`config.mk`:
```
export PLATFORM = sky130hd
export DESIGN_NAME = switch_debounce
export DESIGN_NICKNAME = d
export VERILOG_FILES = /design/src/rtl/debounce_pkg.sv /design/src/rtl/debounce_bit.sv /design/src/rtl/switch_debounce.sv
export SDC_FILE = /design/constraint.sdc
export NUM_CORES = 1
export LEC_CHECK = 0
export ABC_AREA = 0
export CAP_MARGIN = 40
export CELL_PAD_IN_SITES_DETAIL_PLACEMENT = 1
export CELL_PAD_IN_SITES_GLOBAL_PLACEMENT = 1
export CORE_AREA = 2 2 144 146
export DETAILED_ROUTE_END_ITERATION = 8
export DIE_AREA = 0 0 146 148
export PLACE_DENSITY = 0.83
export REMOVE_ABC_BUFFERS = 1
export SYNTH_ARGS = -nofsm -noshare
export SYNTH_HDL_FRONTEND = slang
export SYNTH_SLANG_ARGS = --single-unit
```
`constraint.sdc`:
```
create_clock -name clk -period 2.8 [get_ports clk]
set_input_delay 0.28 -clock clk [delete_from_list [all_inputs] [get_ports clk]]
set_output_delay 0.28 -clock clk [all_outputs]
set_load 0.05 [all_outputs]
```
`src/rtl/debounce_pkg.sv`:
```
// Shared constants and helpers for the switch/button input conditioning path.
package debounce_pkg;

  localparam int CLK_HZ      = 12_000_000;
  localparam int DEBOUNCE_MS = 10;

  // 10 ms worth of board clock cycles
  localparam int DEFAULT_DEBOUNCE_CYCLES = (CLK_HZ / 1000) * DEBOUNCE_MS;

  localparam int SW_LSB     = 0;
  localparam int SW_MSB     = 7;
  localparam int SWITCH_BIT = 8;

  function automatic int cnt_width(input int cycles);
    return $clog2(cycles) + 1;
  endfunction

endpackage

```
`src/rtl/debounce_bit.sv`:
```
// One input bit: two-flop synchroniser, bounce counter, stable level and edge strobes.
module debounce_bit
  import debounce_pkg::*;
#(
  parameter int DEBOUNCE_CYCLES = DEFAULT_DEBOUNCE_CYCLES
) (
  input  logic clk,
  input  logic rst_n,
  input  logic raw,
  output logic stable,
  output logic rise,
  output logic fall,
  output logic rise_next,
  output logic fall_next
);

  localparam int CW = cnt_width(DEBOUNCE_CYCLES);
  localparam logic [CW-1:0] LAST = CW'(DEBOUNCE_CYCLES - 1);

  logic          s1;
  logic          s2;
  logic [CW-1:0] cnt;
  logic          accept;

  // The next-cycle strobes are exported so the top can update its latches on the same edge
  assign accept    = (s2 != stable) && (cnt == LAST);
  assign rise_next = accept & s2;
  assign fall_next = accept & ~s2;

  always_ff @(posedge clk or negedge rst_n) begin
    if (!rst_n) begin
      s1     <= 1'b0;
      s2     <= 1'b0;
      cnt    <= '0;
      stable <= 1'b0;
      rise   <= 1'b0;
      fall   <= 1'b0;
    end else begin
      s1   <= raw;
      s2   <= s1;
      rise <= rise_next;
      fall <= fall_next;
      if (s2 == stable) begin
        cnt <= '0;
      end else if (accept) begin
        stable <= s2;
        cnt    <= '0;
      end else begin
        cnt <= cnt + CW'(1);
      end
    end
  end

endmodule

```
`src/rtl/switch_debounce.sv`:
```
// Debounces the slide switches and push button; adds a change flag and a button toggle latch.
module switch_debounce
  import debounce_pkg::*;
#(
  parameter int WIDTH           = 9,
  parameter int DEBOUNCE_CYCLES = DEFAULT_DEBOUNCE_CYCLES,
  parameter int TOGGLE_BIT      = SWITCH_BIT
) (
  input  logic             clk,
  input  logic             rst_n,
  input  logic [WIDTH-1:0] raw,
  output logic [WIDTH-1:0] stable,
  output logic [WIDTH-1:0] rise,
  output logic [WIDTH-1:0] fall,
  output logic             changed,
  output logic             toggle
);

  logic [WIDTH-1:0] rise_next;
  logic [WIDTH-1:0] fall_next;

  for (genvar i = 0; i < WIDTH; i++) begin : g_bit
    debounce_bit #(
      .DEBOUNCE_CYCLES(DEBOUNCE_CYCLES)
    ) u_bit (
      .clk      (clk),
      .rst_n    (rst_n),
      .raw      (raw[i]),
      .stable   (stable[i]),
      .rise     (rise[i]),
      .fall     (fall[i]),
      .rise_next(rise_next[i]),
      .fall_next(fall_next[i])
    );
  end

  // Registered from the next-cycle strobes so both outputs line up with rise/fall
  always_ff @(posedge clk or negedge rst_n) begin
    if (!rst_n) begin
      changed <= 1'b0;
      toggle  <= 1'b0;
    end else begin
      changed <= |(rise_next | fall_next);
      toggle  <= toggle ^ rise_next[TOGGLE_BIT];
    end
  end

endmodule
```
Word level (Yosys, flattened, before mapping)
Index checks and enable logic that the tools add are counted.
{"block": "word_totals", "ff_bits": 209, "latchBits": 0, "ram_bits": 0, "rom_bits": 0, "output_inout_bits": 29, "memories": 0}
{"block": "classes", "n_addsub": 9, "multipliers": 0, "n_div": 0, "order_cmp": 0, "eq_ne": 27, "shift": 0, "n_mux": 18, "bitwise_logic": 38, "n_reduce_logical": 19}
{"cell": "2-to-1 mux 18 bit", "n": 18}
{"cell": "adder 18 x 1 -> 18 bit, second input constant", "n": 9}
{"cell": "== test 18 x 17 -> 1 bit, second input constant", "n": 9}
{"cell": "bitwise AND 1 bit", "n": 18}
{"cell": "NOT 1 bit", "n": 18}
{"cell": "AND reduction 2 bit", "n": 9}
{"cell": "== test 1 bit", "n": 9}
{"cell": "logical AND 1 bit", "n": 9}
{"cell": "!= test 1 bit", "n": 9}
{"cell": "OR 9 bit", "n": 1}
{"cell": "OR reduction 9 bit", "n": 1}
{"cell": "bitwise XOR 1 bit", "n": 1}

Longest topological paths before layout
Gate-level depths: netlist of the first run.
{"block": "depth", "depth_word": 5, "depth_mapped": 9}

By module
Synthesis of the first run repeated with hierarchy kept, for this count alone.
{"block": "unflattened", "hier_cells": 981, "hier_area_um2": 10221.1}
{"mod": "debounce_bit", "n_inst": 9, "cells_per_inst": 108, "area_per_inst_um2": 1124.8, "seq_area_each_um2": 575.6}
{"mod": "switch_debounce", "n_inst": 1, "cells_per_inst": 9, "area_per_inst_um2": 97.6, "seq_area_each_um2": 50.0}

Worst setup path before layout of the first run
Ideal clock, no wire load.
{"block": "synth_timing", "path_kind": "flip-flop to flip-flop", "startpoint": "reg g_bit[5].u_bit.cnt[11]", "endpoint": "reg g_bit[5].u_bit.cnt[13]", "arrival_time_ns": 2.045, "t_required_ns": 2.681, "setup_slack_ns": 0.637, "path_stages_with_launch": 8, "path_buffers": 2, "period_less_slack_ns": 2.163, "path_cell_list": "dfrtp_1 -> or4_1 -> or4_4 -> nor4_4 -> or2_1 -> buf_6 -> buf_12 -> nor2_1"}
{"block": "synth_between", "elab_chain_len": 4}
{"element": "start: declaration", "line_no": "debounce_bit.sv:22", "source": "logic [CW-1:0] cnt;"}
{"element": "start signal: assignment", "line_no": "debounce_bit.sv:49", "source": "cnt <= cnt + CW'(1);"}
{"element": "parallel branches: the longest is 2 deep, another holds adder 18 x 1 -> 18 bit"}
{"element": "2-to-1 mux 18 bit *", "line_no": "debounce_bit.sv:45", "source": "end else if (accept) begin"}
{"element": "2-to-1 mux 18 bit *", "line_no": "debounce_bit.sv:43", "source": "if (s2 == stable) begin"}
Every way passes the cells marked *.
A chain may end at the register's enable or synchronous reset.

Worst setup path in the final report of the first run
{"block": "layout_timing", "startpoint": "reg g_bit[5].u_bit.cnt[11]", "endpoint": "reg g_bit[5].u_bit.cnt[3]"}
{"block": "layout_between", "elab_chain_len": 4}
{"element": "== test 18 x 17 -> 1 bit", "line_no": "debounce_bit.sv:26", "source": "assign accept = (s2 != stable) && (cnt == LAST);"}
{"element": "logical AND 1 bit", "line_no": "debounce_bit.sv:26"}
{"element": "2-to-1 mux 18 bit", "line_no": "debounce_bit.sv:45"}
{"element": "2-to-1 mux 18 bit", "line_no": "debounce_bit.sv:43"}
No other way between the ends.

==> results of run 1 <==
==> power by group through the flow <==
stage                     logic (mW)  clock network [mW]  registers, mW
after floorplan               0.0863                   0           3.15
after global placement         0.194                   0           3.16
after detailed placement       0.203                   0           3.16
after CTS                      0.209                3.34           3.11
after global routing           0.231                3.49           3.11
final                          0.199                3.29           3.11
==> synthesized netlist by cell type (all sizes together) <==
| cell type | number | share of area |
|---|---|---|
| dfrtp | 209 | 0.55 |
| nor2 | 182 | 0.072 |
| xor2 | 80 | 0.074 |
| xnor2 | 68 | 0.063 |
| nand2 | 58 | 0.023 |
| nand3 | 52 | 0.027 |
| nand4 | 38 | 0.025 |
| buf | 36 | 0.028 |
| and3 | 28 | 0.018 |
| inv | 23 | 0.0091 |
| nor4 | 22 | 0.016 |
| nor3 | 19 | 0.010 |
| and2 | 18 | 0.012 |
| and4 | 12 | 0.011 |
| clkbuf | 11 | 0.0043 |
| ha | 9 | 0.012 |
| nor2b | 8 | 0.0053 |
| mux2 | 7 | 0.0083 |
| o21ai | 7 | 0.0037 |
| or3 | 7 | 0.0046 |
| a21oi | 6 | 0.0032 |
| nor4b | 5 | 0.0046 |
| or2 | 5 | 0.0033 |
| nor4bb | 3 | 0.0032 |
| o31ai | 3 | 0.0034 |
| nand3b | 2 | 0.0016 |
| or4 | 2 | 0.0020 |
| a21o | 1 | 0.00079 |
| nand2b | 1 | 0.00066 |
| nand4b | 1 | 0.00092 |
| nand4bb | 1 | 0.0012 |
| or4b | 1 | 0.0011 |
==> flip-flops by register name, indices dropped and copies added, names as in the netlist <==
register / cells
changed: 1
g_bit.u_bit.cnt: 162
g_bit.u_bit.fall: 9
g_bit.u_bit.rise: 9
g_bit.u_bit.s1: 9
g_bit.u_bit.s2: 9
g_bit.u_bit.stable: 9
toggle: 1
==> what timing repair did <==
action / 4_1_cts / 5_1_grt
buffers inserted: 0 / 0
hold buffers: 1 / 0
hold endpoints to repair: 86 / 0
==> stage by stage <==
| step | total power, mW | util |
|---|---|---|
| final | 6.60 | 0.545 |
| after global routing | 6.83 | 0.545 |
| after CTS | 6.66 | 0.545 |
| after detailed placement | 3.36 | 0.503 |
| after global placement | 3.35 | 0.503 |
| after floorplan | 3.24 | - |
==> how the worst max path moves through the flow <==
stage | startpoint | endpoint | depth (start not counted)
2_1_floorplan | g_bit[5].u_bit.cnt[11] | g_bit[5].u_bit.cnt[10] | 5
3_3_place_gp | g_bit[5].u_bit.cnt[11] | g_bit[5].u_bit.cnt[16] | 6
3_5_place_dp | g_bit[5].u_bit.cnt[11] | g_bit[5].u_bit.cnt[3] | 6
4_1_cts | g_bit[5].u_bit.cnt[11] | g_bit[5].u_bit.cnt[3] | 6
5_1_grt | g_bit[7].u_bit.cnt[7] | g_bit[7].u_bit.cnt[7] | 5
6_report | g_bit[5].u_bit.cnt[11] | g_bit[5].u_bit.cnt[3] | 6
==> cells by family (layout without fill, tap and decap cells) <==
family / Yosys count / count (layout) / share of synthesized area
fa+ha+maj: 9 / 9 / 0.0118
compound gates: 17 / 17 / 0.0110
buf+inv: 70 / 118 / 0.0415
mux: 7 / 7 / 0.00827
simple gates: 465 / 465 / 0.242
xor+xnor: 148 / 148 / 0.136
flops: 209 / 209 / 0.549
==> layout make-up <==
cell class	count	area (sq um)	area share
repair buffers	52	520	0.0477
multi-input cells	646	3910	0.358
well taps	270	338	0.0309
inverters	23	86.3	0.00791
flip-flops and latches	209	5230	0.479
clock inverters	8	115	0.0105
clock buffers	35	723	0.0662
==> per-layer routing <==
metal,up-vias,track usage,wire [um]
li1,3129,-,-
met1,3347,0.258,9040
met2,91,0.367,10900
met3,34,0.0296,660
met4,0,0.0515,420
met5,-,0,0
==> results.cfg, run 1 <==
[floorplanning]
core.rowCount = 52
floorplan.die_area_sq_um = 21600
die_h_um = 148
initial_utilization = 0.475
die_width_um = 146
fp.coreArea_sq_um = 20000
num_io_pins = 40

[clock_tree]
ctsRootBufferMaster = clkbuf_16
htree_num_levels = 1
cts-resized-gates = 0
max-clock-path-buffers = 3
tritoncts = built
cts_inserted_buffers = 24
worst_skew_pair.late_latency_ns = 0.52
clk_pin_slew_worst_paths_ns = 0.06
clock_sink_count = 209

[timing]
max_slew_margin = 0.420
setup_viol = 0
finalWorstSetupSlack_ns = 0.467
tns_ns = 0
final_max_slew_viol_count = 0
post-route-period-util = 0.833
fin_skew_ns = 0.0150
timing.final.crit_period_ns = 2.33
maximum_clock_frequency_mhz = 429
final-hold-violation-count = 0
hold-worst-slack_ns = 0.207
grt_setup_unrepaired = false
worst_pin_slew_ns = 0.862

[placed_design]
io_buffer_count = 39
pre_cts_ws_ns = 0.453
dpl_cell_area_sq_um = 10100
place_hpwl_mm = 13.3
finalWeightedCongestion = 0.773
place_inst = 1199

[setup_path]
path_buf_inv = 1
critPathTopFamily = simple AND/OR/NAND/NOR gates
cp_cell_sequence = or4_1, or4_4, nor4_4, or2_1, buf_4, nor2_1
rr_endpoint = g_bit[5].u_bit.cnt[3]
start_kind = register
worst_r2r_startpoint = g_bit[5].u_bit.cnt[11]
setup.worst_path.end_class = register
worst-path-max-fanout = 18
r2r_slack_ns = 0.47
critPathArrivalTime_ns = 2.72
crit_required_ns = 3.19
critical-path-slowest-cell = or4_1
worstSetupPathType = register to register
critical_path.max_stage_delay_ns = 0.53
reg2regPathDepth = 6

[run]
max-cap-violations = 0

[synthesis]
synth-seq-area-share = 0.549
ys_warn_count = 0
post_synth_instance_area_sq_um = 9530
yosys_register_bits = 209
synthesis.instances = 925
ys_types = 41
syn_area_per_cell_sq_um = 10.3

[global_routing]
via_count_of_the_first_global_routing_pass = 7395
globalRouteOverflowTotal = 0
groute.usage.overall = 0.203
antenna_found_initial = 0
grt_first_pass_wirelength_mm = 36.5
grt_max_degree = 89

[status]
status = completed

[worst_hold_path]
hold-path-cell-count = 1
holdPathEnd = g_bit[8].u_bit.s1
worstHoldStart = raw[8]
holdCritPathClass = primary input to register

[layout]
layout-drive-gt1-share = 0.0709
fin_nets = 976
mostFrequentLayoutCell = dfrtp_1
flow.area_growth_from_synthesis_pct = 14.6
leading_cell_types_in_the_layout_fill_and_taps_excluded = dfrtp_1, nor2_1, xor2_1
fillerInstances = 2218
finish.cell_count_without_fillers = 1243
design_area_sq_um = 10900
n_antenna_cell = 0

[power]
switching_share = 0.215
cellPowerDensity_nw_per_um2 = 605
worst_ir_drop_vdd_uv = 478
share_clk_of_total_power = 0.499
power.combinational.fraction = 0.030
power.static_leakage_nw = 4.74
power_switching_mw = 1.42
pwr-share-seq = 0.471
power.internal_mw = 5.18

[detailed_routing]
drt.antenna.violating_nets = 0
detailed_route_wl_mm = 21.0
avgViaCountPerCell = 5.31
via_count = 6601
routed_wire_length_per_instance_um = 16.9
detailedRoute.firstIterationViolations = 241
drc = 0
number_of_detailed_routing_iterations_run_before_antenna_repair = 4
(Power assumes the default switching activity.)
==> run 2, diff against run 1 <==
--- a/config.mk
+++ b/config.mk
@@ -9,10 +9,10 @@
 export CAP_MARGIN = 40
 export CELL_PAD_IN_SITES_DETAIL_PLACEMENT = 1
 export CELL_PAD_IN_SITES_GLOBAL_PLACEMENT = 1
-export CORE_AREA = 2 2 144 146
+export CORE_AREA = 2 2 151 153
 export DETAILED_ROUTE_END_ITERATION = 8
-export DIE_AREA = 0 0 146 148
-export PLACE_DENSITY = 0.83
+export DIE_AREA = 0 0 153 155
+export PLACE_DENSITY = 0.79
 export REMOVE_ABC_BUFFERS = 1
 export SYNTH_ARGS = -nofsm -noshare
 export SYNTH_HDL_FRONTEND = slang
==> constraint.sdc (replaced) <==
create_clock -name clk -period 1.85 [get_ports clk]
set_input_delay 0.185 -clock clk [delete_from_list [all_inputs] [get_ports clk]]
set_output_delay 0.185 -clock clk [all_outputs]
set_load 0.05 [all_outputs]
==> run 2 against run 1 <==
  * The run now ends with negative setup slack left
  * Power increased by 47%
  * Final area grew 7.5%
  * Utilization is 1.7 points lower
  * Sequential power is 51% higher
  * Sequential cell count did not move
  * Fmax grew 9.2%
  * Combinational power increased by 97%
  * Die area grew 9.8%
  * Worst setup slack got worse by 0.75 ns
  * Routed wire length increased by 9.6%
  * Global-route usage decreased by 1.5 points
  * Largest cell class unchanged
  * Highest routed layer unchanged
==> results.cfg, run 2 (same netlist as run 1, synthesis figures left out) <==
[status]
status = finished, violations left
failed_checks = negative setup slack

[global_routing]
antenna_found_initial = 0
globalRouteOverflowTotal = 0
grt_first_pass_wirelength_mm = 37.3
via_count_of_the_first_global_routing_pass = 7486
groute.usage.overall = 0.188
grt_max_degree = 60

[setup_path]
setup.worst_path.end_class = register
start_kind = register
cp_cell_sequence = or4_1, or4_4, nor4_4, buf_4, mux2_4
critPathTopFamily = simple AND/OR/NAND/NOR gates
crit_required_ns = 2.24
worstSetupPathType = register to register
crit_start = g_bit[5].u_bit.cnt[11]
critical_path.max_stage_delay_ns = 0.53
worst_r2r_startpoint = g_bit[5].u_bit.cnt[11]
critPathArrivalTime_ns = 2.53
path_buf_inv = 1
critical-path-slowest-cell = or4_1
worst-path-max-fanout = 3

[run]
max-cap-violations = 0

[timing]
setup_viol = 22
post-route-period-util = 1.15
fin_skew_ns = 0.0105
timing.final.crit_period_ns = 2.14
final-hold-violation-count = 0
tns_ns = -4.91
max_slew_margin = 0.652
final_max_slew_viol_count = 0
maximum_clock_frequency_mhz = 468
worst_pin_slew_ns = 0.522
finalWorstSetupSlack_ns = -0.286
grt_setup_unrepaired = true

[clock_tree]
clock_sink_count = 209
max-clock-path-buffers = 3
tritoncts = built
clk_pin_slew_worst_paths_ns = 0.06
ctsRootBufferMaster = clkbuf_16
htree_num_levels = 1
worst_skew_pair.late_latency_ns = 0.51
cts_inserted_buffers = 24

[placed_design]
dpl_cell_area_sq_um = 10600
finalWeightedCongestion = 0.794
io_buffer_count = 39
pre_cts_ws_ns = -0.311
place_hpwl_mm = 14.4

[floorplanning]
die_width_um = 153
floorplan.die_area_sq_um = 23700
num_io_pins = 40
fp.coreArea_sq_um = 22200
initial_utilization = 0.429
die_h_um = 155
core.rowCount = 55

[layout]
design_area_sq_um = 11700
largest_reg_flops = 162
mostFrequentLayoutCell = dfrtp_1
layout-drive-gt1-share = 0.166
fin_nets = 1040
leading_cell_types_in_the_layout_fill_and_taps_excluded = dfrtp_1, nor2_1, xor2_1
n_antenna_cell = 0
flow.area_growth_from_synthesis_pct = 23.2
regMostFlops = g_bit.u_bit.cnt

[detailed_routing]
avgViaCountPerCell = 5.22
detailed_route_wl_mm = 23.0
drt.antenna.violating_nets = 0
routed_wire_length_per_instance_um = 17.4
number_of_detailed_routing_iterations_run_before_antenna_repair = 6
via_count = 6900
drc = 0
detailedRoute.firstIterationViolations = 229

[worst_hold_path]
holdCritPathClass = primary input to register
worstHoldStart = raw[6]

[power]
design_power_total_mw = 9.73
cellPowerDensity_nw_per_um2 = 829
worst_ir_drop_vdd_uv = 671
power.static_leakage_nw = 5.30
## run 2: layout make-up
class                   count  area, sq um
fillers                  2401        10500
flip-flops and latches    209         5230
multi-input cells         646         4190
repair buffers            116         1100
clock buffers              32          662
well taps                 285          357
clock inverters            10          105
inverters                  23         86.3
## run 2: through the flow
step / hold WS [ns] / util / instances
floorplan: -0.111 / - / 878
global placement: 0.0987 / 0.475 / 1268
detailed placement: 0.0961 / 0.475 / 1268
CTS: 0.0925 / 0.516 / 1315
global route: 0.105 / 0.528 / 1321
finish: 0.109 / 0.528 / 1321
## run 2: final timing paths
check | slack, ns | endpoint | cells past startpoint
max in group asynchronous | 1.06 | g_bit[0].u_bit.cnt[15] | 3
setup reg to reg | -0.29 | g_bit[5].u_bit.stable | 5
hold reg to reg | 0.35 | g_bit[3].u_bit.s2 | 0
min in group asynchronous | 0.16 | g_bit[5].u_bit.cnt[7] | 2
setup / recovery | -0.29 | g_bit[5].u_bit.stable | 5
hold / removal | 0.11 | g_bit[6].u_bit.s1 | 1
## run 2: power breakdown
part | switching [mW] | leakage [nW] | internal (mW)
Clock | 1.85 | 0.374 | 2.78
Sequential | 0.0621 | 2.85 | 4.64
Combinational | 0.243 | 2.07 | 0.150
## run 2: repair_timing
action                                  CTS  global route
endpoints found under the setup margin   89            93
buffers inserted                          4             7
gates resized for setup                  40            51
hold buffers                              1             0
pin swaps                                14            12
hold endpoints to repair                209             0
cloned                                    1             0
## run 2: worst register-to-register path, cell delays in order (launching register included)
cell and delay, ns:
dfrtp_1 0.39, or4_1 0.53, or4_4 0.44, nor4_4 0.18, buf_4 0.19, mux2_4 0.29
## run 2: layer usage
metal  up-vias  global-route usage  part of all wire
met4         0              0.0489             0.021
met3        33              0.0234             0.019
met2        73               0.346              0.54
met5         -                   0                 0
li1       3260                   -                 -
met1      3534               0.236              0.42
